$ cat src/rtl/dma_isr_req_splitter.sv
// dma_isr_req_splitter
//   Consumer end of the DMA ISR request path. It accepts host<->card transfer requests and
//   splits each one into descriptors that never cross a MAX_CHUNK-aligned host-address
//   boundary. The descriptors go to the DMA engine. In-order descriptor completions are then
//   folded back into one done pulse per request, plus an irq pulse if the request asked for one.
//
// Ports
//   aclk_i, aresetn_i        clock, asynchronous active-low reset
//   s_req_*                  request channel (valid/ready, paddr, vaddr, len, isr)
//   m_dsc_*                  descriptor channel (valid/ready, paddr, vaddr, len), registered
//   dsc_done_i               one pulse per completed descriptor, in issue order
//   m_done_o, m_irq_o        1-cycle pulses when the oldest outstanding request completes
//   outstanding_o            tracker occupancy
//   err_unexp_o              sticky: dsc_done_i seen with the tracker empty
module dma_isr_req_splitter #(
  parameter int unsigned ADDR_BITS     = 64,
  parameter int unsigned LEN_BITS      = 28,
  parameter int unsigned MAX_CHUNK     = 4096,
  parameter int unsigned N_OUTSTANDING = 8
) (
  input  logic                             aclk_i,
  input  logic                             aresetn_i,
  // request channel
  input  logic                             s_req_valid_i,
  output logic                             s_req_ready_o,
  input  logic [ADDR_BITS-1:0]             s_req_paddr_i,
  input  logic [ADDR_BITS-1:0]             s_req_vaddr_i,
  input  logic [LEN_BITS-1:0]              s_req_len_i,
  input  logic                             s_req_isr_i,
  // descriptor channel
  output logic                             m_dsc_valid_o,
  input  logic                             m_dsc_ready_i,
  output logic [ADDR_BITS-1:0]             m_dsc_paddr_o,
  output logic [ADDR_BITS-1:0]             m_dsc_vaddr_o,
  output logic [LEN_BITS-1:0]              m_dsc_len_o,
  // completion side
  input  logic                             dsc_done_i,
  output logic                             m_done_o,
  output logic                             m_irq_o,
  output logic [$clog2(N_OUTSTANDING):0]   outstanding_o,
  output logic                             err_unexp_o
);

  localparam int unsigned ChunkLog = $clog2(MAX_CHUNK);
  localparam int unsigned CntW     = LEN_BITS - ChunkLog + 2;
  localparam int unsigned PtrW     = (N_OUTSTANDING > 1) ? $clog2(N_OUTSTANDING) : 1;
  localparam int unsigned OccW     = $clog2(N_OUTSTANDING) + 1;

  typedef enum logic [1:0] {
    StIdle,
    StSplit,
    StWait    // stream finished, tracker full: hold the push until a slot frees
  } state_e;

  // Bytes left before the next MAX_CHUNK boundary, clipped to the remaining length.
  function automatic logic [LEN_BITS-1:0] chunk_len(input logic [ChunkLog-1:0] offset,
                                                     input logic [LEN_BITS-1:0] rem);
    logic [LEN_BITS-1:0] room;
    room = LEN_BITS'(MAX_CHUNK) - LEN_BITS'(offset);
    return (rem < room) ? rem : room;
  endfunction

  // ---------------------------------------------------------------------------------------------
  // Splitter state
  // ---------------------------------------------------------------------------------------------
  state_e                state_q, state_d;
  logic                  init_q;
  logic [ADDR_BITS-1:0]  paddr_q, paddr_d;
  logic [ADDR_BITS-1:0]  vaddr_q, vaddr_d;
  logic [LEN_BITS-1:0]   rem_q, rem_d;
  logic                  isr_q, isr_d;
  logic [CntW-1:0]       chunk_cnt_q, chunk_cnt_d;
  logic                  dsc_valid_q, dsc_valid_d;
  logic [LEN_BITS-1:0]   dsc_len_q, dsc_len_d;

  // tracker interface
  logic                  push;
  logic                  push_isr;
  logic [CntW-1:0]       push_cnt;
  logic                  pop;
  logic                  trk_empty;
  logic                  trk_full;
  logic                  req_ready;

  always_comb begin
    state_d     = state_q;
    paddr_d     = paddr_q;
    vaddr_d     = vaddr_q;
    rem_d       = rem_q;
    isr_d       = isr_q;
    chunk_cnt_d = chunk_cnt_q;
    dsc_valid_d = dsc_valid_q;
    dsc_len_d   = dsc_len_q;
    push        = 1'b0;
    push_isr    = isr_q;
    push_cnt    = chunk_cnt_q;
    req_ready   = 1'b0;

    unique case (state_q)
      StIdle: begin
        req_ready = init_q && !trk_full;
        if (s_req_valid_i && req_ready) begin
          paddr_d     = s_req_paddr_i;
          vaddr_d     = s_req_vaddr_i;
          rem_d       = s_req_len_i;
          isr_d       = s_req_isr_i;
          chunk_cnt_d = '0;
          if (s_req_len_i == '0) begin
            // Zero-length request: tracked, but produces no descriptor.
            push     = 1'b1;
            push_isr = s_req_isr_i;
            push_cnt = '0;
          end else begin
            // First descriptor is ready the cycle after accept.
            dsc_len_d   = chunk_len(s_req_paddr_i[ChunkLog-1:0], s_req_len_i);
            dsc_valid_d = 1'b1;
            state_d     = StSplit;
          end
        end
      end

      StSplit: begin
        if (dsc_valid_q && m_dsc_ready_i) begin
          paddr_d     = paddr_q + ADDR_BITS'(dsc_len_q);
          vaddr_d     = vaddr_q + ADDR_BITS'(dsc_len_q);
          rem_d       = rem_q - dsc_len_q;
          chunk_cnt_d = chunk_cnt_q + CntW'(1);
          // Precompute the following descriptor so handshakes can run every cycle.
          dsc_len_d   = chunk_len(paddr_d[ChunkLog-1:0], rem_d);
          if (rem_d == '0) begin
            dsc_valid_d = 1'b0;
            if (!trk_full) begin
              push     = 1'b1;
              push_cnt = chunk_cnt_d;
              state_d  = StIdle;
            end else begin
              state_d  = StWait;
            end
          end
        end
      end

      StWait: begin
        if (!trk_full) begin
          push    = 1'b1;
          state_d = StIdle;
        end
      end

      default: state_d = StIdle;
    endcase
  end

  always_ff @(posedge aclk_i or negedge aresetn_i) begin
    if (!aresetn_i) begin
      state_q     <= StIdle;
      init_q      <= 1'b0;
      paddr_q     <= '0;
      vaddr_q     <= '0;
      rem_q       <= '0;
      isr_q       <= 1'b0;
      chunk_cnt_q <= '0;
      dsc_valid_q <= 1'b0;
      dsc_len_q   <= '0;
    end else begin
      state_q     <= state_d;
      init_q      <= 1'b1;
      paddr_q     <= paddr_d;
      vaddr_q     <= vaddr_d;
      rem_q       <= rem_d;
      isr_q       <= isr_d;
      chunk_cnt_q <= chunk_cnt_d;
      dsc_valid_q <= dsc_valid_d;
      dsc_len_q   <= dsc_len_d;
    end
  end

  assign s_req_ready_o = req_ready;
  assign m_dsc_valid_o = dsc_valid_q;
  assign m_dsc_paddr_o = paddr_q;
  assign m_dsc_vaddr_o = vaddr_q;
  assign m_dsc_len_o   = dsc_len_q;

  // ---------------------------------------------------------------------------------------------
  // Completion tracker: FIFO of {isr, descriptor count}, one entry per accepted request
  // ---------------------------------------------------------------------------------------------
  logic [CntW:0]     mem_q [N_OUTSTANDING];
  logic [PtrW-1:0]   wr_ptr_q;
  logic [PtrW-1:0]   rd_ptr_q;
  logic [OccW-1:0]   count_q, count_d;
  logic [CntW-1:0]   done_seen_q, done_seen_d;
  logic [CntW:0]     head_ent;
  logic              head_isr;
  logic [CntW-1:0]   head_cnt;
  logic              done_inc;
  logic [CntW-1:0]   done_total;
  logic              done_q;
  logic              irq_q;
  logic              err_q;

  assign trk_empty = (count_q == '0);
  assign trk_full  = (count_q == OccW'(N_OUTSTANDING));
  assign head_ent  = mem_q[rd_ptr_q];
  assign head_isr  = head_ent[CntW];
  assign head_cnt  = head_ent[CntW-1:0];

  // done_seen_q counts completions credited to the head entry. A completion arriving while a
  // zero-count entry sits at the head belongs to a later request, so any surplus is carried
  // over to the next head instead of being lost.
  always_comb begin
    done_inc    = dsc_done_i && !trk_empty;
    done_total  = done_seen_q + CntW'(done_inc);
    pop         = !trk_empty && (done_total >= head_cnt);
    done_seen_d = done_seen_q;
    if (pop) begin
      done_seen_d = done_total - head_cnt;
    end else if (!trk_empty) begin
      done_seen_d = done_total;
    end
    count_d = count_q + OccW'(push) - OccW'(pop);
  end

  always_ff @(posedge aclk_i or negedge aresetn_i) begin
    if (!aresetn_i) begin
      for (int i = 0; i < int'(N_OUTSTANDING); i++) begin
        mem_q[i] <= '0;
      end
      wr_ptr_q    <= '0;
      rd_ptr_q    <= '0;
      count_q     <= '0;
      done_seen_q <= '0;
      done_q      <= 1'b0;
      irq_q       <= 1'b0;
      err_q       <= 1'b0;
    end else begin
      if (push) begin
        mem_q[wr_ptr_q] <= {push_isr, push_cnt};
        wr_ptr_q        <= wr_ptr_q + PtrW'(1);
      end
      if (pop) begin
        rd_ptr_q <= rd_ptr_q + PtrW'(1);
      end
      count_q     <= count_d;
      done_seen_q <= done_seen_d;
      done_q      <= pop;
      irq_q       <= pop && head_isr;
      if (dsc_done_i && trk_empty) begin
        err_q <= 1'b1;
      end
    end
  end

  assign m_done_o      = done_q;
  assign m_irq_o       = irq_q;
  assign outstanding_o = count_q;
  assign err_unexp_o   = err_q;

endmodule
$ cat config.mk
export PLATFORM = sky130hd
export DESIGN_NAME = dma_isr_req_splitter
export DESIGN_NICKNAME = d
export VERILOG_FILES = /design/src/rtl/dma_isr_req_splitter.sv
export SDC_FILE = /design/constraint.sdc
export NUM_CORES = 1
export LEC_CHECK = 0
export ABC_AREA = 0
export BUFFER_PORTS_ARGS = -buffer_cell sky130_fd_sc_hd__buf_2
export CORE_MARGIN = 3
export CORE_UTILIZATION = 30
export CTS_BUF_LIST = sky130_fd_sc_hd__clkbuf_4 sky130_fd_sc_hd__clkbuf_8 sky130_fd_sc_hd__clkbuf_16
export CTS_CLUSTER_DIAMETER = 200
export DETAILED_ROUTE_END_ITERATION = 16
export PLACE_DENSITY = 0.56
export SYNTH_ARGS = -nofsm -noshare
export SYNTH_HDL_FRONTEND = slang
export SYNTH_SLANG_ARGS = --single-unit
$ cat constraint.sdc
create_clock -name aclk_i -period 7.7 [get_ports aclk_i]
set_clock_uncertainty 0.2 [all_clocks]
set_input_delay 0.77 -clock aclk_i [delete_from_list [all_inputs] [get_ports aclk_i]]
set_output_delay 0.77 -clock aclk_i [all_outputs]
set_load 0.1 [all_outputs]
==> run summary, run 1 <==
The flow ran to the end, and the final reports show no timing, DRC or antenna violations. Clock-pin slew was measured on the worst setup and hold paths at 60 ps. The worst-case vdd ir drop is 0.000362 V.

The synthesized-area fraction occupied by adder cells is 0.0679. The share of post-route cells with drive strength above 1 is 0.217. Routability-driven placement finished with a final weighted congestion of 0.961.

The area growth from synthesis to final layout came out at 16.4%. STA classifies the critical path endpoint as a flop. The commonest register cell after synthesis is dfrtp_1.

The highest fanout seen on the critical path came out at 41. The worst pin sits at a relative slew slack of 0.219. The die is 305 µm wide. The beginning of the worst hold path is s_req_paddr_i[61]. The classification of the worst-slack hold path is in2reg. The die covers 0.0933 mm². The total overflow reported by the global router came out at 0. The number of buffers added on ports is 326. The launch point of the critical path is outstanding_o[1]. The buffer levels on the longest clock path came out at 3. The count of pins over their slew limit is 0. The setup fix buffers added after clock tree synthesis came out at 0. met2 is the most crowded layer. The combinational family with the most area after synthesis is compound AO/OA/AOI/OAI gates. The initial core utilization came out at 0.303. The half-perimeter wire length after placement came out at 67400 µm. The final design instance area without fill came out at 0.0313 mm². The number of maximum-capacitance constraint violations is 0. For the worst flop-to-flop path, the logic depth is 24. The number of sinks driven by the clock tree is 390. The global-route wire length before repair is 143000 µm. The met1 track demand over resource came out at 0.268.

The largest net degree at the start of global routing came out at 123. In the synthesized netlist, the number of instances is 2962. The net count of the finished layout came out at 3503.

The post-place setup slack is 1860 ps. The clock network latency to the later pin of the worst-skew pair came out at 620 ps. The top cell types in the final layout, fill and taps aside, are 389 x dfrtp_1, 342 x nand2_1, 325 x buf_2. For hold timing, the worst endpoint is m_dsc_paddr_o[61]. Sorting the synthesized cells by area gives the leading types as dfrtp_1 36%, mux2_2 6.9%, ha_1 6.4%. The critical register-to-register path startpoint is outstanding_o[1]. The final hold violation count came out at 0. In the global route stage, met2 resource usage came out at 0.312. The routed design could run at a clock period as short as 5860 ps.

The parity-gate share of the synthesized area counting xor and xnor cells is 0.0342. The met3 global-route usage came out at 0.0295. Summed over all instances, the cell type with the most area after synthesis is dfrtp_1.

Setup violations remaining at the end of the flow were counted as 0. The core occupancy in the finished layout came out at 0.353. Setup repair after global routing left no endpoint under its margin.

The library cell used most frequently in the layout, excluding fill and tap cells, is dfrtp_1. TritonCTS built the clock tree. Synthesis produced a netlist with a net count of 3267. Across every metal layer, demand over resource in global routing totals 0.193. The number of enable-type register cells in the synthesized netlist came out at 0. The portion of synthesized area spent on multiplexers is 0.124.

The clock tree root driver cell is clkbuf_16. The placed cell area came out at 0.0296 mm². The total area inside the core boundary comes to 0.0886 mm².

The depth of the CTS H-tree is 2. The minimum setup slack in the final design is 1840 ps. The mean area per synthesized cell is 9.08 µm². Of the synthesized area, sequential elements account for 0.363. The vertical die dimension is 305 µm.

The number of clock buffers inserted by TritonCTS is 49. The number of global-route vias before repair came out at 23300. Of the total synthesized cell area, the portion taken by AND, OR, NAND and NOR gates is 0.183. The number of non-filler instances in the completed layout came out at 4404. The number of cell rows is 109. The routed length per placed instance came out at 21.0 µm.

The initial antenna violation count is 5. The number of primary I/O pins came out at 327. The fraction of the mapped netlist area in compound gates is 0.184. The final period utilization is 0.761. The warning count from the yosys run is 0. The endpoint arrival time on the critical path came out at 6170 ps. The post-synthesis async set-or-reset flop share is 1.00.

In this run, synthesis produced a sequential element count of 390. The routed wire length is 92300 µm. The hold path depth is 3. The pin slew with the least headroom to its limit is 1170 ps. The post-route DRC violation count came out at 0. The worst register-to-register path ends at outstanding_o[2].

Dividing total power by cell area gives a power density of 484 mW/mm². The reg-to-reg setup timing slack is 1840 ps. The worst setup path is of the reg2reg kind. The overall via count from detail_route came out at 24000. The leakage power summed over all cells is 14.5 nW. The area of the mapped netlist is 0.0269 mm². The first detailed-routing pass ran for 6 iterations. The peak clock frequency supported by timing is 0.171 GHz.

The number of placed instances, taps included, is 4311. The total negative slack came out at 0 ps. The mean number of vias per cell is 5.44. The critical path startpoint category is a flop. The detail route stage leaves a number of antenna-violating nets equal to 0.

Data on the critical path is required at its endpoint by 8010 ps. The number of fill cells came out at 9219. The DRC violation total after the first TritonRoute iteration came out at 1798. The share of the synthesized area in the top cell type came out at 0.363.

The netlist uses 93 different library cells.
routing by layer:
layer  up-vias  wire length, µm
met2       712            43000
met1     11800            41400
li1      11300                -
met5         -                0
met4         0             2670
met3       138             5270
kinds of logic (layout without fill, tap and decap cells):
kind of cell / Yosys count / after routing
buffers and inverters: 280 / 555
and+or+nand+nor: 1025 / 1025
AOI/OAI and AO/OA: 753 / 753
DFF: 390 / 390
adders and majority gates: 143 / 143
xor gates and xnor gates: 105 / 105
muxes: 265 / 265
other: 1 / 3
worst max-delay path: stages (launching register included):
cell and delay (ps):
dfrtp_1 440, nor2_1 190, nand2_1 80, buf_4 210, and2_1 190, ha_1 190, ha_1 230, and3_1 240
and3_1 220, and3_1 230, and3_1 240, xor2_1 160, ha_1 380, or3_1 360, o21ai_0 90, a21oi_1 90
o41a_1 370, buf_4 250, and2_1 300, ha_1 300, inv_1 50, ha_1 150, inv_1 50, fa_1 380
xnor2_1 130
flip-flops by register name, summed over array words and instances (netlist names):
signal,cells
state_q,2
m_dsc_paddr_o,64
m_dsc_valid_o,1
m_irq_o,1
init_q,1
chunk_cnt_q,18
isr_q,1
err_unexp_o,1
m_dsc_len_o,28
outstanding_o,4
m_dsc_vaddr_o,64
rd_ptr_q,3
mem_q,152
done_seen_q,18
wr_ptr_q,3
m_done_o,1
rem_q,28
synth_stat cells (46+ instances only):
cell and number:
ha_1 138, a31oi_1 62, clkbuf_1 130, a21o_1 67, nor3_1 57, and3_1 68
nor2_1 228, mux2i_1 60, a21oi_1 196, dfrtp_1 390, o21ai_0 141, inv_1 105
mux2_2 166, nand2_1 343, nand3_1 106, xor2_1 46, xnor2_1 59
per-stage QoR:
stage | power (mW) | hold WS (ps)
finish | 15.2 | 168
CTS | 15.2 | 129
global placement | 12.6 | 239
global route | 16.3 | 148
detailed placement | 12.7 | 241
floorplan | 10.5 | 239
power by group:
group,switching (mW),leakage [nW],internal (mW),total (mW)
Sequential,0.650,5.03,2.56,3.21
Combinational,6.62,8.63,2.87,9.49
Clock,0.999,0.856,1.48,2.47
Total,8.27,14.5,6.90,15.2
worst max-delay path by stage:
| stage | cells after the start | end | slack, ps |
|---|---|---|---|
| 2_1_floorplan | 25 | outstanding_o[1] | 1670 |
| 3_3_place_gp | 24 | outstanding_o[1] | 1880 |
| 3_5_place_dp | 25 | outstanding_o[2] | 1860 |
| 4_1_cts | 24 | outstanding_o[2] | 1830 |
| 5_1_grt | 13 | mem_q[120] | 1490 |
| 6_report | 24 | outstanding_o[2] | 1840 |
repair_timing:
action | CTS | global route
hold endpoints to repair | 64 | 0
gates resized for setup | 0 | 0
hold buffers | 1 | 0
cell type report:
| cell class | count | area [µm²] | share of cell area |
|---|---|---|---|
| sequential | 390 | 9760 | 0.312 |
| clock buffer | 69 | 1430 | 0.0455 |
| inverter | 105 | 394 | 0.0126 |
| timing repair buffer | 360 | 1920 | 0.0614 |
| multi-input combinational | 2292 | 16000 | 0.512 |
| tap | 1165 | 1460 | 0.0465 |
| antenna | 2 | 5.00 | 0.000160 |
| clock inverter | 21 | 313 | 0.00999 |
Note: power is estimated with default switching activity, not from simulation.
==> run 2, diff against run 1 <==
==> constraint.sdc (replaced) <==
create_clock -name aclk_i -period 5.9 [get_ports aclk_i]
set_clock_uncertainty 0.2 [all_clocks]
set_input_delay 0.59 -clock aclk_i [delete_from_list [all_inputs] [get_ports aclk_i]]
set_output_delay 0.59 -clock aclk_i [all_outputs]
set_load 0.1 [all_outputs]
==> run summary, run 2 (synthesis gave the netlist of run 1 again) <==
The tightest min-delay check is of the in2reg type. The clock tree root driver cell is clkbuf_16. Before antenna repair, the detailed router went through 5 iterations.

The share of post-route cells with drive strength above 1 came out at 0.220. The later pin in the worst-skew pair is clocked with a latency of 630 ps. The area growth from synthesis to final layout came out at 17.4%.

The number of global-route vias before repair came to 23300. The overall via count from detail_route came out at 24200. After detailed routing, the number of vias per cell comes to 5.47.

The net count of the finished layout came out at 3530. In the global route stage, overall resource usage came out at 0.197. The global-route wire length before repair came out at 146000 µm. The endpoint arrival time on the critical path came out at 5650 ps. The worst-case vdd ir drop is 0.000488 V. The flow ran to the end, and the final reports show no timing, DRC or antenna violations. The peak clock frequency supported by timing came out at 0.187 GHz. The residual antenna-violating net count after detailed routing came out at 0.

The count of pins over their slew limit is 0. The total power divided by cell area is 629 mW/mm². The floorplan step set the die width to 305 µm. The routability-driven placement congestion ratio is 0.959. STA classifies the critical path endpoint as a flop.

The total power of the final layout is 19.9 mW. The initial antenna violation count came out at 7. TritonCTS built the clock tree.

The total negative slack is 0 ps. The number of sinks driven by the clock tree is 390. The leakage power summed over all cells is 14.7 nW. The global routing stage identified its most utilized layer as met2. The vertical die dimension came out at 305 µm. The depth of the CTS H-tree came out at 2. The initial core utilization is 0.303. The pin slew with the least headroom to its limit came out at 1160 ps. The number of buffers added on ports is 326. In this run the standard cell core region covers 0.0886 mm².

The post-route worst hold slack came out at 32.9 ps. The area of the die came out at 0.0933 mm². The highest fanout seen on the critical path is 8. The met2 track demand over resource in global routing came out at 0.309. The minimum period implied by the final worst setup slack is 5340 ps. The post-route DRC violation count is 0.

After clock tree synthesis, the clock-pin slew on the worst setup and hold paths is 60 ps. For met1 alone, demand over resource in global routing was 0.279. The commonest non-fill, non-tap cell in the layout is dfrtp_1. The number of maximum-capacitance constraint violations came out at 0.

The final count of negative-setup-slack endpoints is 0. The largest register by flop count is mem_q. The number of clock buffers inserted by TritonCTS is 49. For this block, the initial DRC count from the detailed router was 1987.

For the worst setup path, the data required time is 6210 ps. The relative slew slack is 0.215. The routed length per placed instance came out at 21.2 µm.

The largest net degree at the start of global routing is 136. The post-CTS resize count came out at 0. The number of cell rows is 109. Pin placement for this block handled 327 I/O pins. The final hold violation count was 0. The flip-flop count of the largest register, all copies and words added came out at 152. Setup repair after global routing left no endpoint under its margin. For this run, global-route usage on met3 was measured as 0.0274. Leaving out fill and tap cells, the most frequent cells in the layout are 387 x dfrtp_1, 342 x nand2_1, 325 x buf_2. The half-perimeter wire length after placement is 69100 µm.

Dividing the final minimum period by the clock period gives 0.905. The critical path class is reg2reg. The total overflow reported by the global router is 0. STA classifies the critical path startpoint as a flop. Summed over all layers, the routed wires come to 94100 µm. The buffer levels on the longest clock path came out at 3. The core occupancy in the finished layout is 0.356.
## run 2: cell types whose count changed in the layout (fill, tap and decap cells not counted), sizes merged
cell | before | now
buf | 359 | 376
bufinv | 5 | 4
clkbuf | 69 | 67
clkinv | 10 | 15
clkinvlp | 4 | 0
diode | 2 | 7
dlygate4sd3 | 1 | 11
inv | 107 | 106
## run 2: cell type report
class | count | area [µm²]
Sequential cell | 390 | 9760
Fill cell | 9076 | 57100
Clock inverter | 20 | 265
Tap cell | 1165 | 1460
Antenna cell | 7 | 17.5
Multi-Input combinational cell | 2292 | 16000
Inverter | 105 | 394
Timing Repair Buffer | 387 | 2190
Clock buffer | 67 | 1440
## run 2: repair_timing
| action | 4_1_cts | 5_1_grt |
|---|---|---|
| hold buffers | 11 | 0 |
| endpoints found under the hold margin | 86 | 0 |
| buffers inserted | 0 | 0 |
## run 2: per-layer routing
metal | wire length [µm] | up-vias
li1 | - | 11400
met1 | 43600 | 11900
met2 | 42600 | 733
met3 | 5080 | 153
met4 | 2830 | 2
met5 | 13 | -
## run 2: worst paths after layout
path,cells after the start,from,slack [ps],to
worst min-delay path,3,s_req_paddr_i[23],30,m_dsc_paddr_o[23]
worst max register to register,18,m_dsc_len_o[0],560,outstanding_o[2]
min in group asynchronous,2,aresetn_i,310,m_dsc_paddr_o[16]
worst max-delay path,18,m_dsc_len_o[0],560,outstanding_o[2]
worst min register to register,1,err_unexp_o,250,err_unexp_o
max in group asynchronous,3,aresetn_i,3760,m_dsc_len_o[1]
## run 2: critical path: stages (launching register included)
cell and delay, ps:
dfrtp_1 430, ha_1 250, fa_1 440, nor2b_4 170, o2111ai_2 150, a31oi_1 340, o21ai_0 190, a2111oi_0 520
and4b_1 440, and3_1 200, nand4_1 230, a21oi_2 470, inv_1 130, ha_1 320, inv_1 60, ha_1 150
inv_1 50, fa_1 380, xnor2_1 140
## run 2: report_power, final
group	switching, mW	internal, mW	total (mW)
registers	0.836	3.34	4.17
clock network	1.30	1.89	3.20
logic	8.72	3.77	12.5
## run 2: stage by stage
stage	setup slack, ps	cells	area, µm²
5_1_grt	104	4431	31600
2_1_floorplan	8.15	2962	26900
3_3_place_gp	525	4328	29700
4_1_cts	560	4426	31600
3_5_place_dp	537	4328	29700
6_report	560	4433	31600
